--- src/rtl/tenkey_driver_pkg.sv ---
// Shared definitions for the tenkey driver: FSM state encoding, code values, bus widths.
package tenkey_driver_pkg;

    localparam int unsigned TENKEY_W = 10;
    localparam int unsigned CODE_W   = 4;

    localparam logic [CODE_W-1:0] CODE_CLOSE = 4'hC;
    localparam logic [CODE_W-1:0] CODE_MAX_KEY = 4'h9;

    typedef enum logic [1:0] {
        ST_IDLE  = 2'd0,
        ST_PRESS = 2'd1,
        ST_GAP   = 2'd2
    } state_t;

endpackage

--- src/rtl/tenkey_driver_dec.sv ---
// Code -> one-hot tenkey decoder; inverse of the lock's one-hot -> code encoder.
module tenkey_driver_dec
    import tenkey_driver_pkg::*;
(
    input  logic [CODE_W-1:0]   code,
    output logic [TENKEY_W-1:0] onehot,
    output logic                is_key,
    output logic                is_close
);

    // Keys 0-9 map to bit n; close and illegal codes give no key bit.
    always_comb begin
        onehot   = '0;
        is_key   = 1'b0;
        is_close = 1'b0;
        if (code <= CODE_MAX_KEY) begin
            onehot = TENKEY_W'(1) << code;
            is_key = 1'b1;
        end else if (code == CODE_CLOSE) begin
            is_close = 1'b1;
        end
    end

endmodule

--- src/rtl/tenkey_driver.sv ---
// Replays accepted key codes as timed one-hot tenkey presses (or a close press)
// followed by a release gap, with a valid/ready intake.
module tenkey_driver
    import tenkey_driver_pkg::*;
#(
    parameter int unsigned PRESS_CYCLES = 4,
    parameter int unsigned GAP_CYCLES   = 2,
    parameter int unsigned CNT_W        = 8
) (
    input  logic                clk,
    input  logic                rst,
    input  logic                digit_valid,
    input  logic [CODE_W-1:0]   digit,
    output logic                digit_ready,
    output logic [TENKEY_W-1:0] tenkey,
    output logic                close,
    output logic                busy,
    output logic                err
);

    localparam logic [CNT_W-1:0] PRESS_LOAD = CNT_W'(PRESS_CYCLES - 1);
    localparam logic [CNT_W-1:0] GAP_LOAD   = CNT_W'(GAP_CYCLES - 1);

    state_t              state_q;
    state_t              state_d;
    logic [CNT_W-1:0]    cnt_q;
    logic [CNT_W-1:0]    cnt_d;
    logic [TENKEY_W-1:0] tenkey_d;
    logic                close_d;
    logic                err_d;

    logic [TENKEY_W-1:0] dec_onehot;
    logic                dec_is_key;
    logic                dec_is_close;
    logic                accept;

    tenkey_driver_dec u_dec (
        .code     (digit),
        .onehot   (dec_onehot),
        .is_key   (dec_is_key),
        .is_close (dec_is_close)
    );

    assign digit_ready = (state_q == ST_IDLE) & ~rst;
    assign busy        = (state_q != ST_IDLE);
    assign accept      = digit_valid & digit_ready;

    // State register; reset discards any in-flight press without a gap.
    always_ff @(posedge clk) begin
        if (rst) begin
            state_q <= ST_IDLE;
        end else begin
            state_q <= state_d;
        end
    end

    // Next-state: illegal codes are dropped and leave the FSM in IDLE.
    always_comb begin
        state_d = state_q;
        case (state_q)
            ST_IDLE: begin
                if (accept && (dec_is_key || dec_is_close)) begin
                    state_d = ST_PRESS;
                end
            end
            ST_PRESS: begin
                if (cnt_q == '0) begin
                    state_d = ST_GAP;
                end
            end
            ST_GAP: begin
                if (cnt_q == '0) begin
                    state_d = ST_IDLE;
                end
            end
            default: state_d = ST_IDLE;
        endcase
    end

    // Next values for the counter and the registered outputs.
    always_comb begin
        cnt_d    = cnt_q;
        tenkey_d = tenkey;
        close_d  = close;
        err_d    = 1'b0;
        case (state_q)
            ST_IDLE: begin
                if (accept) begin
                    if (dec_is_key) begin
                        tenkey_d = dec_onehot;
                        cnt_d    = PRESS_LOAD;
                    end else if (dec_is_close) begin
                        close_d = 1'b1;
                        cnt_d   = PRESS_LOAD;
                    end else begin
                        err_d = 1'b1;
                    end
                end
            end
            ST_PRESS: begin
                if (cnt_q == '0) begin
                    tenkey_d = '0;
                    close_d  = 1'b0;
                    cnt_d    = GAP_LOAD;
                end else begin
                    cnt_d = cnt_q - CNT_W'(1);
                end
            end
            ST_GAP: begin
                if (cnt_q != '0) begin
                    cnt_d = cnt_q - CNT_W'(1);
                end
            end
            default: begin
                cnt_d    = '0;
                tenkey_d = '0;
                close_d  = 1'b0;
            end
        endcase
    end

    // Counter and output registers.
    always_ff @(posedge clk) begin
        if (rst) begin
            cnt_q  <= '0;
            tenkey <= '0;
            close  <= 1'b0;
            err    <= 1'b0;
        end else begin
            cnt_q  <= cnt_d;
            tenkey <= tenkey_d;
            close  <= close_d;
            err    <= err_d;
        end
    end

endmodule
--- config.mk ---
export PLATFORM = sky130hd
export DESIGN_NAME = tenkey_driver
export DESIGN_NICKNAME = d
export VERILOG_FILES = /design/src/rtl/tenkey_driver_pkg.sv /design/src/rtl/tenkey_driver_dec.sv /design/src/rtl/tenkey_driver.sv
export SDC_FILE = /design/constraint.sdc
export NUM_CORES = 1
export LEC_CHECK = 0
export ABC_AREA = 1
export CORE_AREA = 2 2 62 46
export DETAILED_ROUTE_END_ITERATION = 16
export DIE_AREA = 0 0 64 48
export PLACE_DENSITY = 0.77
export RECOVER_POWER = 25
export SYNTH_ARGS = -nofsm -noshare
export SYNTH_HDL_FRONTEND = slang
export SYNTH_SLANG_ARGS = --single-unit
--- constraint.sdc ---
create_clock -name clk -period 1.75 [get_ports clk]
set_input_delay 0.35 -clock clk [delete_from_list [all_inputs] [get_ports clk]]
set_output_delay 0.35 -clock clk [all_outputs]
set_load 0.02 [all_outputs]
==> results.py, run 1 <==
metrics = {
    "run_status": {
        "outcome": "finished clean",
    },
    "worst_hold_path": {
        "hold_depth": 2,
        "hold_path_class": "reg -> reg",
        "worst_hold_path.endpoint": "close",
        "hp-start": "close",
    },
    "clock_network": {
        "cts_tree": "yes",
        "clockBufferDepth": 2,
        "holdBufCountCts": 0,
        "clk_latency_ns": 0.32,
        "clkSinkCount": 22,
        "clkTransAtPathRegs_ns": 0.14,
        "htreeDepth": 1,
        "numCtsBuffers": 3,
        "root_buffer": "clkbuf_4",
    },
    "setup_path": {
        "crit_slowest_cell": "dfxtp_1",
        "r2r_slack_ns": 0.15,
        "rr_worst_depth": 9,
        "max_stage_delay_ns": 0.47,
        "worstSetupPathType": "reg -> out",
        "regToRegEndpoint": "tenkey[0]",
        "crit_path_max_fanout": 4,
        "cp-start-kind": "flip-flop",
        "worst_setup_path_end_kind": "output port",
        "path_delay_family": "buffers and inverters",
        "reg2reg_from": "cnt_q[0]",
        "path_cells": "nor2_4 -> inv_1 -> dlygate4sd2_1",
        "required_ns": 1.40,
        "critical_path_arrival_ns": 1.33,
        "startpoint": "state_q[1]",
        "cp.buffers_inverters": 2,
    },
    "synthesis": {
        "seq_area_frac_synth_pct": 35.3,
        "yosys_warnings": 0,
        "avgSynthCellArea_um2": 6.94,
        "ys_top_cells_by_area": "dfxtp_1, nand2_1, nand4_1",
        "syn_nets": 189,
        "yosysTopAreaCell": "dfxtp_1",
        "post_synth_num_cell_types": 26,
        "synth_cells": 180,
        "synth_area_um2": 1250,
        "synth_top_area_share_pct": 35.3,
        "ys_seq_elements": 22,
    },
    "floorplan": {
        "die_x_um": 64,
        "die_h_um": 48,
        "core_area_um2": 2420,
        "initial_core_util_pct": 51.6,
        "pin_count": 21,
        "die-area_um2": 3070,
        "rows": 15,
    },
    "placement": {
        "portBuffers": 20,
        "dp_hpwl_um": 2310,
        "place_congestion": 0.864,
    },
    "timing": {
        "max_freq_mhz": 594,
        "fin_crit_sh_pct": 96.2,
        "fin_tns_setup_ns": 0,
        "timing.hold.ws_ns": 0.462,
        "worst_pin_slew_ns": 0.315,
        "min_period_ns": 1.68,
        "hold_violations": 0,
        "rsz0062_at_grt": "no",
        "drv_slew": 0,
        "timing.slew.headroom_pct": 78.9,
        "setup_viol": 0,
        "finClkSkew_ns": 0.0114,
    },
    "power_and_ir_drop": {
        "ir_drop_v": 0.000615,
        "p_leak_nw": 0.682,
        "power_density_nw_per_um2": 998,
    },
    "global_routing": {
        "overflow": 0,
        "grt_antenna_before_repair": 0,
        "grt_max_degree": 16,
        "grtUsageTotal_pct": 21.1,
        "grt_pass1_vias": 1122,
        "grt_pass1_wl_um": 4960,
    },
    "detailed_routing": {
        "drtAntennaViolNets": 0,
        "firstDrtPassIters": 4,
        "via_count": 1281,
        "drt_wl_total_um": 2990,
        "viasPerCell": 5.12,
        "drt_iter0_drc": 94,
        "drc": 0,
        "wl_per_cell_um": 11.9,
    },
    "finish": {
        "fin_nets": 226,
        "syn2layout_area_growth_pct": 32.5,
        "layout-drive-gt1-share_pct": 21.3,
        "utilization_pct": 68.3,
        "antennaDiodeCount": 0,
    },
    "run": {
        "drv_cap": 0,
    },
}
registers in the layout, indices dropped and copies added, names as in the netlist:
signal   cells
err          1
close        1
tenkey      10
state_q      2
cnt_q        8
stage by stage:
stage	setup slack [ns]	cells	power [mW]	area (um^2)
after CTS	0.0329	248	1.62	1620
after global placement	-0.152	244	1.21	1570
after detailed placement	-0.176	244	1.23	1570
after global routing	0.00623	250	1.76	1650
final	0.0667	250	1.65	1650
after floorplan	0.335	180	1.05	1250
power breakdown:
group | switching [mW] | internal [mW]
registers | 0.0387 | 0.545
clock network | 0.169 | 0.232
logic | 0.413 | 0.253
total | 0.621 | 1.03
area by class of cell:
type / instances / area, um^2
clock inverter: 1 / 30.0
fill: 207 / 767
tap: 34 / 42.5
inverter: 21 / 83.8
multi-input combinational: 132 / 706
timing repair buffer: 37 / 329
clock buffer: 3 / 22.5
sequential: 22 / 440
layout by cell type (no fill, tap or decap), types with 4 or more instances in the layout:
cell type	instances
nor2_1	20
nor3_1	8
inv_1	16
clkbuf_4	4
a21oi_1	16
buf_4	14
dfxtp_1	22
nand4_1	14
nor2_2	5
nand3_1	12
clkdlybuf4s50_1	17
inv_2	4
nand2_1	37
nor2_4	5
cells in the mapped netlist:
| cell | instances |
|---|---|
| nand4_1 | 14 |
| ha_1 | 2 |
| nand2_4 | 1 |
| nand3_2 | 1 |
| buf_6 | 1 |
| a21oi_2 | 1 |
| nor2_1 | 21 |
| o21ai_2 | 1 |
| nand2_1 | 37 |
| clkinv_4 | 1 |
| o21ai_0 | 2 |
| dfxtp_1 | 22 |
| a21oi_1 | 17 |
| nand3_4 | 1 |
| nor2_4 | 5 |
| inv_1 | 17 |
| inv_2 | 3 |
| o21ai_1 | 2 |
| nor2_2 | 4 |
| nor3_1 | 8 |
| buf_2 | 2 |
| nand3_1 | 12 |
| clkbuf_1 | 1 |
| nand2_2 | 2 |
| or2_2 | 1 |
| buf_4 | 1 |
worst reg2reg max path, delay by kind of cell, from the launching register on:
kind	cells	cell delay, ns
AOI/OAI and AO/OA	1	0.15
adders and majority gates	1	0.15
buffers and inverters	2	0.29
DFF	1	0.36
and+or+nand+nor	5	0.59
what timing repair did:
item                                    4_1_cts  5_1_grt
setup buffers                                 0        1
gates cloned                                  0        1
pin swaps                                     0        1
endpoints found under the setup margin        2        3
resized for setup                             4        5
cell families (layout without fill, tap and decap cells):
| kind of cell | count (synthesis) | count (layout) | synth area share, % |
|---|---|---|---|
| adder cells (fa/ha/maj) | 2 | 2 | 2.00 |
| buffers and inverters | 26 | 62 | 9.32 |
| AND/OR/NAND/NOR | 107 | 107 | 43.6 |
| AO/OA/AOI/OAI | 23 | 23 | 9.82 |
| flip-flops | 22 | 22 | 35.3 |
layer usage:
metal  track usage [%]  up-vias  part of all wire, %
met2              33.8       45                   43
li1                  -      671                    -
met4              2.61        0                    0
met1              30.6      565                   52
met5                 0        -                    0
met3              4.24        0                  5.5
worst max path at each step:
stage	endpoint	slack, ns	depth (start not counted)
finish	busy	0.07	3
global route	digit_ready	0.006	4
CTS	digit_ready	0.03	4
detailed placement	digit_ready	-0.18	3
global placement	digit_ready	-0.15	3
floorplan	digit_ready	0.34	3
No activity file was read; power rests on OpenSTA's default activity.
==> run 2: changes to the inputs <==
--- a/config.mk
+++ b/config.mk
@@ -7,6 +7,7 @@
 export LEC_CHECK = 0
 export ABC_AREA = 1
 export CORE_AREA = 2 2 62 46
+export CTS_BUF_LIST = sky130_fd_sc_hd__clkbuf_2
 export DETAILED_ROUTE_END_ITERATION = 16
 export DIE_AREA = 0 0 64 48
 export PLACE_DENSITY = 0.77
@@ -14,3 +15,4 @@
 export SYNTH_ARGS = -nofsm -noshare
 export SYNTH_HDL_FRONTEND = slang
 export SYNTH_SLANG_ARGS = --single-unit
+export TNS_END_PERCENT = 5
==> run 2 against run 1 <==
Against the previous run:
- sequential power about the same
- maximum frequency decreased by 0.39%
- clock skew increased by 0.0059 ns
- highest routed layer is now met4
- total power decreased by 2.8%
- largest power group unchanged
==> results.py, run 2 (same netlist as run 1, synthesis figures left out) <==
metrics = {
    "floorplan": {
        "initial_core_util_pct": 51.6,
        "rows": 15,
        "pin_count": 21,
        "core_area_um2": 2420,
        "die_h_um": 48,
        "die-area_um2": 3070,
        "die_x_um": 64,
    },
    "worst_hold_path": {
        "worst_hold_path.endpoint": "close",
        "hp-start": "close",
        "hold_depth": 2,
        "hold_path_class": "reg -> reg",
    },
    "power_and_ir_drop": {
        "pwr-share-seq_pct": 36.4,
        "p_sw_mw": 0.617,
        "p_sw_share_pct": 38.5,
        "ir_drop_v": 0.000744,
        "clkPwrFrac_pct": 22.8,
        "p_leak_nw": 0.673,
        "internal-power_mw": 0.987,
        "power_density_nw_per_um2": 987,
        "power_frac_comb_pct": 40.7,
    },
    "placement": {
        "portBuffers": 20,
        "dp_hpwl_um": 2310,
        "place_congestion": 0.864,
    },
    "timing": {
        "fin_crit_sh_pct": 96.6,
        "hold_violations": 0,
        "drv_slew": 0,
        "max_freq_mhz": 592,
        "min_period_ns": 1.69,
        "rsz0062_at_grt": "yes",
        "timing.hold.ws_ns": 0.467,
        "fin_tns_setup_ns": 0,
        "setup_viol": 0,
        "worst_pin_slew_ns": 0.314,
        "finClkSkew_ns": 0.0173,
        "timing.slew.headroom_pct": 78.9,
    },
    "clock_network": {
        "root_buffer": "clkbuf_2",
        "clk_latency_ns": 0.34,
        "numCtsBuffers": 3,
        "clkSinkCount": 22,
        "cts_tree": "yes",
        "htreeDepth": 1,
        "holdBufCountCts": 0,
        "clockBufferDepth": 2,
        "clkTransAtPathRegs_ns": 0.24,
    },
    "global_routing": {
        "overflow": 0,
        "grtUsageTotal_pct": 21.4,
        "grt_pass1_vias": 1115,
        "grt_pass1_wl_um": 4980,
        "grt_antenna_before_repair": 0,
        "grt_max_degree": 16,
    },
    "setup_path": {
        "max_stage_delay_ns": 0.60,
        "cp.buffers_inverters": 1,
        "cp-start-kind": "flip-flop",
        "critical_path_arrival_ns": 1.34,
        "crit_slowest_cell": "clkdlybuf4s50_1",
        "required_ns": 1.40,
        "worst_setup_path_end_kind": "output port",
        "crit_path_max_fanout": 2,
        "regToRegEndpoint": "tenkey[5]",
        "r2r_slack_ns": 0.09,
        "path_cells": "clkdlybuf4s50_1",
        "rr_worst_depth": 9,
        "reg2reg_from": "cnt_q[0]",
        "worstSetupPathType": "reg -> out",
        "path_delay_family": "buffers and inverters",
    },
    "finish": {
        "layout_common_cells": "nand2_1, nor2_1, dfxtp_1",
        "fin_nets": 225,
        "layout_commonest_cell": "nand2_1",
        "syn2layout_area_growth_pct": 30.2,
        "antennaDiodeCount": 0,
        "largest_reg_flops": 10,
        "reg_top3": "tenkey (10), cnt_q (8), state_q (2)",
        "largest_register": "tenkey",
        "layout-drive-gt1-share_pct": 20.9,
    },
    "run": {
        "drv_cap": 0,
    },
    "detailed_routing": {
        "drt_iter0_drc": 67,
        "via_count": 1283,
        "drc": 0,
        "drt_wl_total_um": 3000,
        "drtAntennaViolNets": 0,
        "wl_per_cell_um": 12.1,
        "firstDrtPassIters": 5,
        "viasPerCell": 5.15,
    },
    "run_status": {
        "outcome": "finished clean",
    },
}
==> run 2: worst max path at each step <==
stage / cells past startpoint / endpoint / start
3_3_place_gp: 3 / digit_ready / rst
5_1_grt: 9 / tenkey[5] / cnt_q[0]
6_report: 1 / tenkey[1] / tenkey[1]
4_1_cts: 4 / digit_ready / state_q[1]
2_1_floorplan: 3 / digit_ready / state_q[1]
3_5_place_dp: 3 / digit_ready / rst
==> run 2: worst register-to-register path: stages, from the launching register on <==
cell     delay, ns
dfxtp_2       0.38
inv_1         0.10
ha_1          0.16
nand2_1       0.08
nor2_4        0.16
nor2_2        0.07
nor2_4        0.18
buf_6         0.17
nand4_1       0.11
a21oi_1       0.19
==> run 2: what timing repair did <==
| item | in CTS | in global routing |
|---|---|---|
| endpoints found under the setup margin | 2 | 4 |
| pin swaps | 0 | 1 |
| buffers inserted | 0 | 1 |
| resized for setup | 5 | 7 |
==> run 2: per-layer routing <==
layer  part of all wire [%]  global-route usage [%]
met2                     43                    34.4
met4                   0.47                    2.61
met5                      0                       0
met1                     52                    30.6
met3                    4.4                    4.94
==> run 2: area by class of cell <==
class | instances | area (um^2)
clock buffers | 3 | 15.0
clock inverters | 1 | 30.0
fillers | 214 | 796
inverters | 21 | 83.8
multi-input cells | 132 | 697
flip-flops and latches | 22 | 445
well taps | 34 | 42.5
repair buffers | 36 | 312
==> run 2: stage by stage <==
| step | cell area (um^2) | power [mW] | util [%] | setup slack [ns] | cells |
|---|---|---|---|---|---|
| final | 1630 | 1.60 | 67.1 | 0.0601 | 249 |
| after global routing | 1630 | 1.71 | 67.1 | -0.00697 | 249 |
| after CTS | 1620 | 1.59 | 66.8 | 0.0103 | 248 |
| after detailed placement | 1570 | 1.23 | 64.9 | -0.176 | 244 |
| after global placement | 1570 | 1.21 | 64.9 | -0.152 | 244 |
| after floorplan | 1250 | 1.05 | - | 0.335 | 180 |
==> run 2: power by group through the flow <==
| stage | Clock (mW) | Sequential, mW | Combinational, mW |
|---|---|---|---|
| after CTS | 0.372 | 0.584 | 0.630 |
| final | 0.367 | 0.585 | 0.653 |
| after global routing | 0.383 | 0.593 | 0.732 |
| after floorplan | 0 | 0.599 | 0.452 |
| after detailed placement | 0 | 0.594 | 0.632 |
| after global placement | 0 | 0.592 | 0.617 |
